**src/rtl/fetch_unit_if.sv**
```systemverilog
// Fetch-side bus bundle: instruction-memory req/ack port plus the valid/ready stream to decode.
interface fetch_unit_if #(
    parameter int ADDR_W  = 16,
    parameter int INSTR_W = 16
);
    logic               imem_req;
    logic [ADDR_W-1:0]  imem_addr;
    logic               imem_ack;
    logic [INSTR_W-1:0] imem_rdata;
    logic               instr_valid;
    logic [INSTR_W-1:0] instr;
    logic [ADDR_W-1:0]  instr_pc;
    logic               instr_ready;

    modport master (
        output imem_req, imem_addr, instr_valid, instr, instr_pc,
        input  imem_ack, imem_rdata, instr_ready
    );

    modport slave (
        input  imem_req, imem_addr, instr_valid, instr, instr_pc,
        output imem_ack, imem_rdata, instr_ready
    );
endinterface

```
**src/rtl/fetch_unit.sv**
```systemverilog
// Instruction-fetch front end: owns the fetch PC, runs req/ack transactions to instruction
// memory, buffers returned words in a prefetch FIFO and streams them to decode.
module fetch_unit #(
    parameter int          ADDR_W   = 16,
    parameter int          INSTR_W  = 16,
    parameter int          DEPTH    = 4,
    parameter int          PC_STEP  = 2,
    parameter int unsigned RESET_PC = 0
) (
    input  logic                       clk,
    input  logic                       rst_n,
    fetch_unit_if.master               bus,
    input  logic                       redirect,
    input  logic [ADDR_W-1:0]          redirect_pc,
    input  logic                       hlt,
    output logic [ADDR_W-1:0]          pc,
    output logic [$clog2(DEPTH+1)-1:0] occupancy
);
    localparam int PTR_W = $clog2(DEPTH);
    localparam int CNT_W = $clog2(DEPTH+1);

    typedef enum logic [1:0] {IDLE, BUSY, DROP} state_t;

    state_t             state, state_d;
    logic [ADDR_W-1:0]  drop_addr;
    logic [PTR_W-1:0]   wr_ptr, rd_ptr;
    logic [CNT_W-1:0]   count;
    logic               req, push, pop, has_space, instr_valid;
    logic [INSTR_W-1:0] instr_mem [DEPTH];
    logic [ADDR_W-1:0]  pc_mem    [DEPTH];

    assign has_space   = count < CNT_W'(DEPTH);
    assign instr_valid = count != '0;
    // A redirect flushes the FIFO, so a same-cycle pop must not move the read pointer.
    assign pop         = instr_valid && bus.instr_ready && !redirect;

    always_comb begin
        req     = 1'b0;
        push    = 1'b0;
        state_d = state;
        case (state)
            IDLE: begin
                req = rst_n && !hlt && !redirect && has_space;
                if (req) begin
                    if (bus.imem_ack) push = 1'b1;
                    else              state_d = BUSY;
                end
            end
            BUSY: begin
                req = 1'b1;
                if (bus.imem_ack) begin
                    state_d = IDLE;
                    push    = !redirect;
                end else if (redirect) begin
                    state_d = DROP;
                end
            end
            DROP: begin
                req = 1'b1;
                if (bus.imem_ack) state_d = IDLE;
            end
            default: state_d = IDLE;
        endcase
    end

    assign bus.imem_req    = req;
    assign bus.imem_addr   = (state == DROP) ? drop_addr : pc;
    assign bus.instr_valid = instr_valid;
    assign bus.instr       = instr_mem[rd_ptr];
    assign bus.instr_pc    = pc_mem[rd_ptr];
    assign occupancy       = count;

    always_ff @(posedge clk or negedge rst_n) begin
        if (!rst_n) begin
            state  <= IDLE;
            pc     <= ADDR_W'(RESET_PC);
            wr_ptr <= '0;
            rd_ptr <= '0;
            count  <= '0;
        end else begin
            state <= state_d;
            if (redirect)  pc <= redirect_pc;
            else if (push) pc <= pc + ADDR_W'(PC_STEP);

            if (redirect) begin
                wr_ptr <= '0;
                rd_ptr <= '0;
                count  <= '0;
            end else begin
                if (push) wr_ptr <= wr_ptr + PTR_W'(1);
                if (pop)  rd_ptr <= rd_ptr + PTR_W'(1);
                if (push && !pop)      count <= count + CNT_W'(1);
                else if (!push && pop) count <= count - CNT_W'(1);
            end
        end
    end

    // Abandoned request keeps its address on the bus until the memory acks it.
    always_ff @(posedge clk) begin
        if (state == BUSY && redirect && !bus.imem_ack) drop_addr <= pc;
        if (push) begin
            instr_mem[wr_ptr] <= bus.imem_rdata;
            pc_mem[wr_ptr]    <= pc;
        end
    end
endmodule

```
**src/flat_wrapper.sv**
```systemverilog
// flat-port wrapper written by rule: the top's interface ports become plain ports
module fetch_unit_flat 
#(
    parameter int          ADDR_W   = 16,
    parameter int          INSTR_W  = 16,
    parameter int          DEPTH    = 4,
    parameter int          PC_STEP  = 2,
    parameter int unsigned RESET_PC = 0
)
  (clk, rst_n, redirect, redirect_pc, hlt, pc, occupancy, bus_imem_req, bus_imem_addr, bus_instr_valid, bus_instr, bus_instr_pc, bus_imem_ack, bus_imem_rdata, bus_instr_ready);
  fetch_unit_if #(.ADDR_W(ADDR_W), .INSTR_W(INSTR_W)) bus_i ();
  input  logic clk;
  input  logic rst_n;
  input  logic redirect;
  input  logic [ADDR_W-1:0] redirect_pc;
  input  logic hlt;
  output logic [ADDR_W-1:0] pc;
  output logic [$clog2(DEPTH+1)-1:0] occupancy;
  output wire logic [$bits(bus_i.imem_req)-1:0] bus_imem_req;
  output wire logic [$bits(bus_i.imem_addr)-1:0] bus_imem_addr;
  output wire logic [$bits(bus_i.instr_valid)-1:0] bus_instr_valid;
  output wire logic [$bits(bus_i.instr)-1:0] bus_instr;
  output wire logic [$bits(bus_i.instr_pc)-1:0] bus_instr_pc;
  input wire logic [$bits(bus_i.imem_ack)-1:0] bus_imem_ack;
  input wire logic [$bits(bus_i.imem_rdata)-1:0] bus_imem_rdata;
  input wire logic [$bits(bus_i.instr_ready)-1:0] bus_instr_ready;
  assign bus_imem_req = bus_i.imem_req;
  assign bus_imem_addr = bus_i.imem_addr;
  assign bus_instr_valid = bus_i.instr_valid;
  assign bus_instr = bus_i.instr;
  assign bus_instr_pc = bus_i.instr_pc;
  assign bus_i.imem_ack = bus_imem_ack;
  assign bus_i.imem_rdata = bus_imem_rdata;
  assign bus_i.instr_ready = bus_instr_ready;
  fetch_unit #(.ADDR_W(ADDR_W), .INSTR_W(INSTR_W), .DEPTH(DEPTH), .PC_STEP(PC_STEP), .RESET_PC(RESET_PC)) u_core (.clk(clk), .rst_n(rst_n), .bus(bus_i), .redirect(redirect), .redirect_pc(redirect_pc), .hlt(hlt), .pc(pc), .occupancy(occupancy));
endmodule
```
**config.mk**
```make
export PLATFORM = sky130hd
export DESIGN_NAME = fetch_unit_flat
export DESIGN_NICKNAME = d
export VERILOG_FILES = /design/src/rtl/fetch_unit_if.sv /design/src/rtl/fetch_unit.sv /design/src/flat_wrapper.sv
export SDC_FILE = /design/constraint.sdc
export NUM_CORES = 1
export LEC_CHECK = 0
export BUFFER_PORTS_ARGS = -buffer_cell sky130_fd_sc_hd__buf_2
export CORE_ASPECT_RATIO = 1.2
export CORE_MARGIN = 5
export CORE_UTILIZATION = 45
export DETAILED_ROUTE_END_ITERATION = 12
export GPL_TIMING_DRIVEN = 0
export MAX_ROUTING_LAYER = met4
export PLACE_DENSITY = 0.68
export REMOVE_ABC_BUFFERS = 1
export SLEW_MARGIN = 15
export SYNTH_ARGS = -nofsm -noshare
export SYNTH_HDL_FRONTEND = slang
export SYNTH_SLANG_ARGS = --single-unit
export TNS_END_PERCENT = 100
```
**constraint.sdc**
```tcl
create_clock -name clk -period 2.7 [get_ports clk]
set_input_delay 0.405 -clock clk [delete_from_list [all_inputs] [get_ports clk]]
set_output_delay 0.405 -clock clk [all_outputs]
set_load 0.01 [all_outputs]
```
=== Word-level counts from Yosys, hierarchy flattened ===
Memories as Yosys holds them, arrays and structs flattened.
Index checks and enable logic that the tools add are counted.

* Word-level logic and storage cells: 64
* Output and inout port bits: 69
* RAM bits: 128
* Memories kept: 2
* Bits of input ports: 38
* Flip-flop bits (word level): 41

{| class="wikitable"
|+ Memory list
! name !! words !! width !! read ports !! clocked after Yosys merged registers in !! wr ports !! line !! text
|-
| u_core.instr_mem || 4 || 16 || 1 || 0 || 1 || fetch_unit.sv:29 || <nowiki>logic [INSTR_W-1:0] instr_mem [DEPTH];</nowiki>
|-
| u_core.pc_mem || 4 || 16 || 1 || 0 || 1 || fetch_unit.sv:30 || <nowiki>logic [ADDR_W-1:0] pc_mem [DEPTH];</nowiki>
|}

* $add $sub $neg: 5
* Reduce and logical (&&, ||, !) cells: 21
* Muxes and demuxes: 23
* Magnitude comparators: 1
* Equal/unequal tests: 6

{| class="wikitable"
|+ Operators with widths
! cell !! count
|-
| $mux W16 || 3
|-
| $mux W2 || 9
|-
| $add A16 B2 Y16 const B || 1
|-
| $logic_and A1 B1 Y1 || 9
|-
| $mux W3 || 3
|-
| $pmux W2 S3 || 1
|-
| $reduce_bool A3 Y1 || 2
|-
| $logic_not A1 Y1 || 5
|-
| $mux W1 || 5
|-
| $add A2 B1 Y2 const B || 2
|-
| $ne A2 B2 Y1 const B || 2
|-
| $pmux W1 S2 || 2
|-
| $reduce_and A4 Y1 || 1
|-
| $reduce_bool A2 Y1 || 2
|-
| $add A3 B1 Y3 const B || 1
|-
| $lt A3 B3 Y1 const B || 1
|-
| $ne A3 B3 Y1 const B || 1
|-
| $sub A3 B1 Y3 const B || 1
|-
| $eq A2 B1 Y1 const B || 1
|-
| $eq A2 B2 Y1 const B || 1
|-
| $logic_not A2 Y1 || 1
|-
| $ne A2 B1 Y1 const B || 1
|-
| $reduce_or A2 Y1 || 1
|}

=== Logic depth before layout (Yosys ltp) ===
* Depth after elaboration: 11
* Mapped depth: 10
* Depth with buffers taken out: 9

=== Worst setup path after synthesis ===
No wires, ideal clock.

* Path type: reg2reg
* Start point: register u_core.state[0]
* End point: memory u_core.instr_mem[0][0], enable pin
* Setup slack: 0.141 ns
* Library setup time: 0.392 ns
* Arrival: 2.167 ns
* Data required time: 2.308 ns
* Stages on the path, launching flop included: 8
* Period minus slack after synthesis: 2.559 ns
* Buffers on the path: 1
* Cells stage by stage: dfrtp_1 > inv_1 > ha_1 > nor4bb_2 > buf_6 > o21ai_4 > nor2_1 > and2_1

* Word-level cells in the longest chain between the ends: 4
* Elaborated cells on any way between the ends: 5
* Those cells by class: eq/ne (1); mux (3); reduce/logical (1)

{| class="wikitable"
|+ RTL lines
! element !! line !! text
|-
| from (decl) || fetch_unit.sv:24 || <nowiki>state_t state, state_d;</nowiki>
|-
| from (signal assigned) || fetch_unit.sv:81 || <nowiki>state <= state_d;</nowiki>
|-
| $eq A2 B1 Y1 / $logic_not A2 Y1 (equally long branches) || fetch_unit.sv:41 || <nowiki>case (state)</nowiki>
|-
| $pmux W1 S2 (*) || fetch_unit.sv:41 ||
|-
| $mux W1 (*) || fetch_unit.sv:101 || <nowiki>if (push) begin</nowiki>
|-
| $mux W1 (implied by the code) (*) || fetch_unit.sv:102 || <nowiki>instr_mem[wr_ptr] <= bus.imem_rdata;</nowiki>
|-
| to (decl) || fetch_unit.sv:29 ||
|}

Mark *: on every way between the ends. The rest lies on a longest branch, timed or not.

=== Final worst setup path ===
* Start point: input rst_n
* End point: register u_core.count[2] (netlist: u_core.occupancy[2])

* Word-level cells in the longest chain between the ends: 8
* Elaborated cells on any way between the ends: 11
* Those cells by class: mux (4); reduce/logical (7)

{| class="wikitable"
|+ RTL lines
! element !! line !! text
|-
| from (decl) || flat_wrapper.sv:13 || <nowiki>input logic rst_n;</nowiki>
|-
| $logic_and A1 B1 Y1 (*) (3 in a row) || fetch_unit.sv:43 || <nowiki>req = rst_n && !hlt && !redirect && has_space;</nowiki>
|-
| $mux W1 (*) || fetch_unit.sv:44 || <nowiki>if (req) begin</nowiki>
|-
| $pmux W1 S2 (*) || fetch_unit.sv:41 ||
|-
| $logic_and A1 B1 Y1 / $logic_not A1 Y1 (equally long branches) || fetch_unit.sv:92, fetch_unit.sv:93 ||
|-
| $mux W3 / $logic_and A1 B1 Y1 (equally long branches) || fetch_unit.sv:92, fetch_unit.sv:93 ||
|-
| $mux W3 / $reduce_bool A3 Y1 (equally long branches) || - ||
|-
| to (signal assigned) || fetch_unit.sv:92 || <nowiki>if (push && !pop) count <= count + CNT_W'(1);</nowiki>
|-
| to (signal assigned) || fetch_unit.sv:93 || <nowiki>else if (!push && pop) count <= count - CNT_W'(1);</nowiki>
|-
| to (decl) || fetch_unit.sv:27 || <nowiki>logic [CNT_W-1:0] count;</nowiki>
|}

Marked as above.
A chain may end at the register's enable or synchronous reset.

==> flow_summary.json <==
{
  "clkSlewWorstSetupHoldPaths_ns": 0.06,
  "hpwlAfterDp_um": 8713,
  "vias": 3753,
  "drc_errors": 0,
  "synth_top_area_share": 0.6284,
  "core_area_mm2": 0.01502,
  "worstHoldPathCells": 3,
  "num_rows": 49,
  "seq_area_mm2": 0.004955,
  "yosysSeqAreaShare": 0.7193,
  "finalCritPeriodShare": 0.9563,
  "grt_first_pass_wirelength_um": 21610,
  "critical_path_class": "input port to register",
  "diodes": 0,
  "synthArstFlopShare": 0.1479,
  "syn_area_mm2": 0.006882,
  "p_switching_mw": 1.984,
  "instances_no_fill": 710,
  "setup_ws_ns": 0.1181,
  "wl_met2_um": 6941,
  "drt_iter0_drc": 269,
  "io_buffers": 106,
  "seqPwrFrac": 0.445,
  "place_congestion": 0.8023,
  "multi_input_area_mm2": 0.001815,
  "grt_usage": 0.1658,
  "slowest_stage": "or4b_1",
  "critPathCaptureType": "register",
  "max_freq_ghz": 0.3873,
  "dp.cells": 673,
  "start_util": 0.4581,
  "p_int_mw": 5.378,
  "reg2reg_depth": 8,
  "wl_met1_um": 5782,
  "ir_worst_vdd_mv": 0.4339,
  "clockBufferDepth": 2,
  "crit_buf_inv": 2,
  "cp.depth": 8,
  "tightest_slew_ns": 0.8574,
  "grt_max_degree": 37,
  "post-route-util": 0.5557,
  "place_ws_ns": -0.7333,
  "io_pins": 107,
  "cts_root_buf": "clkbuf_16",
  "grt_pass1_vias": 4005,
  "numCtsBuffers": 17,
  "drv_slew": 0,
  "drive_gt1_frac": 0.4012,
  "start_kind": "input port",
  "dieArea_mm2": 0.01788,
  "top_layer": "met4",
  "vias_per_cell": 5.286,
  "worst_clock_skew_ns": 0.006702,
  "swShare": 0.2695,
  "timing.final.crit_period_ns": 2.582,
  "cts_tree": "done",
  "min_path_type": "input port to register",
  "wl_met3_um": 561,
  "overflow": 0,
  "cts.sinks": 169,
  "max-slew-margin-rel": 0.4284,
  "leakage_nw": 2.980,
  "die_y_um": 145.5,
  "slowest_delay_ns": 0.56,
  "cap_violations": 0,
  "synthToLayoutAreaGrowth_pct": 21.29,
  "power.density_mw_per_mm2": 882.0,
  "worstPathArrival_ns": 2.90,
  "firstDrtPassIters": 4,
  "nets": 541,
  "fill_cells": 1180,
  "cp_max_fo": 14,
  "yosys.cell_types.count": 43,
  "hold_violations": 0,
  "path_cells": "dlygate4sd3_1 > buf_2 > nor4bb_4 > o21ai_4 > nor3_1 > fa_1 > or4b_1 > o311ai_1",
  "synth_edf_count": 144,
  "layout_commonest_cell": "edfxtp_1",
  "rsz0062_at_grt": "true",
  "final_cell_mix": "144 x edfxtp_1, 106 x buf_2, 32 x mux4_2",
  "pwr-share-comb": 0.218,
  "antenna_found_initial": 0,
  "synth_area_per_cell_um2": 18.30,
  "setup_tns_ns": 0,
  "crit_required_ns": 3.01,
  "synthTopCellsByArea": "edfxtp_1 63%, mux4_2 10%, dfrtp_1 9.1%",
  "clkPwrFrac": 0.336,
  "synthFlopType": "edfxtp_1",
  "synth_cells": 376,
  "clk_latency_ns": 0.42,
  "synth-seq-cells": 169,
  "status": "finished, final reports clean",
  "crit_family": "simple AND/OR/NAND/NOR gates",
  "drt.antenna.violating_nets": 0,
  "wire_per_inst_um": 19.07,
  "routed_wl_um": 13540,
  "setup_viol": 0,
  "ctsHtreeMaxLevel": 4,
  "synth_top_area_cell": "edfxtp_1",
  "die_w_um": 122.9,
  "yosysWarningCount": 0
}
## layer usage
layer  track usage  up-vias
met3       0.03771       19
met2        0.2651      105
met5             -        -
met1        0.2075     1903
met4       0.05882        0
li1              -     1726
## Yosys cell counts (all sizes together), types with 2 or more instances
cell type / instances
a21oi: 3
a31oi: 6
and2: 5
and3: 4
and4: 2
buf: 6
clkbuf: 12
dfrtp: 25
edfxtp: 144
ha: 9
inv: 11
mux2: 18
mux2i: 3
mux4: 32
nand2: 13
nand3: 5
nand4: 3
nor2: 18
o2111ai: 2
o211ai: 5
o21ai: 17
o31a: 3
or3: 6
xnor2: 2
xor2: 9
## through the flow
step | hold slack, ns | total power, mW | area [µm²]
after detailed placement | 0.4438 | 4.952 | 7686
after CTS | 0.1777 | 7.459 | 8332
after global routing | 0.1750 | 7.733 | 8347
after floorplan | 0.1094 | 4.300 | 6790
final | 0.1980 | 7.362 | 8347
after global placement | 0.4423 | 4.903 | 7576
## worst reg2reg max path, stage by stage, from the launching register on
cell and delay, ns:
dfrtp_1 0.41, inv_1 0.10, ha_1 0.25, nor4bb_4 0.18, o21ai_4 0.29, nor3_1 0.11
fa_1 0.45, or4b_1 0.56, o311ai_1 0.10
## power by group through the flow
stage	logic, mW	clock network, mW	registers, mW
finish	1.61	2.48	3.28
global route	1.75	2.65	3.33
CTS	1.63	2.54	3.29
detailed placement	1.61	0	3.35
global placement	1.54	0	3.36
floorplan	1.01	0	3.29
## path summary, 6_finish.rpt
check	from	endpoint	slack, ns
min in group asynchronous	rst_n	u_core.occupancy[2]	0.41
hold / removal	redirect_pc[1]	u_core.pc[1]	0.20
setup / recovery	rst_n	u_core.occupancy[2]	0.12
max in group asynchronous	rst_n	u_core.rd_ptr[0]	0.77
setup reg to reg	u_core.state[0]	u_core.occupancy[2]	0.15
hold reg to reg	u_core.state[1]	u_core.state[1]	0.59
## sequential cells by signal (all words and copies together) (netlist names)
register          cells
u_core.instr_mem     64
u_core.pc_mem        64
u_core.drop_addr     16
u_core.pc            16
u_core.occupancy      3
u_core.rd_ptr         2
u_core.state          2
u_core.wr_ptr         2
## cells by family (layout without fill, tap and decap cells)
family / count (synthesis) / after routing / share of synthesized area
xor+xnor: 11 / 11 / 0.01400
fa+ha+maj: 10 / 10 / 0.01927
simple gates: 64 / 64 / 0.04909
buf+inv: 29 / 159 / 0.01927
mux: 53 / 53 / 0.1385
flops: 169 / 169 / 0.7193
compound gates: 40 / 40 / 0.04055
## what timing repair did
item / 4_1_cts / 5_1_grt
buffers inserted: 1 / 2
endpoints found under the setup margin: 145 / 91
gates resized for setup: 2 / 0
hold buffers: 2 / 0
pin swaps: 0 / 1
endpoints found under the hold margin: 14 / 0
## layout make-up
type                       count  area share
sequential                   169      0.5936
multi-input combinational    178      0.2175
timing repair buffer         116     0.08065
clock buffer                  18     0.05142
tap                          204     0.03058
clock inverter                14     0.02129
inverter                      11    0.004947
No activity file was read; power rests on OpenSTA's default activity.
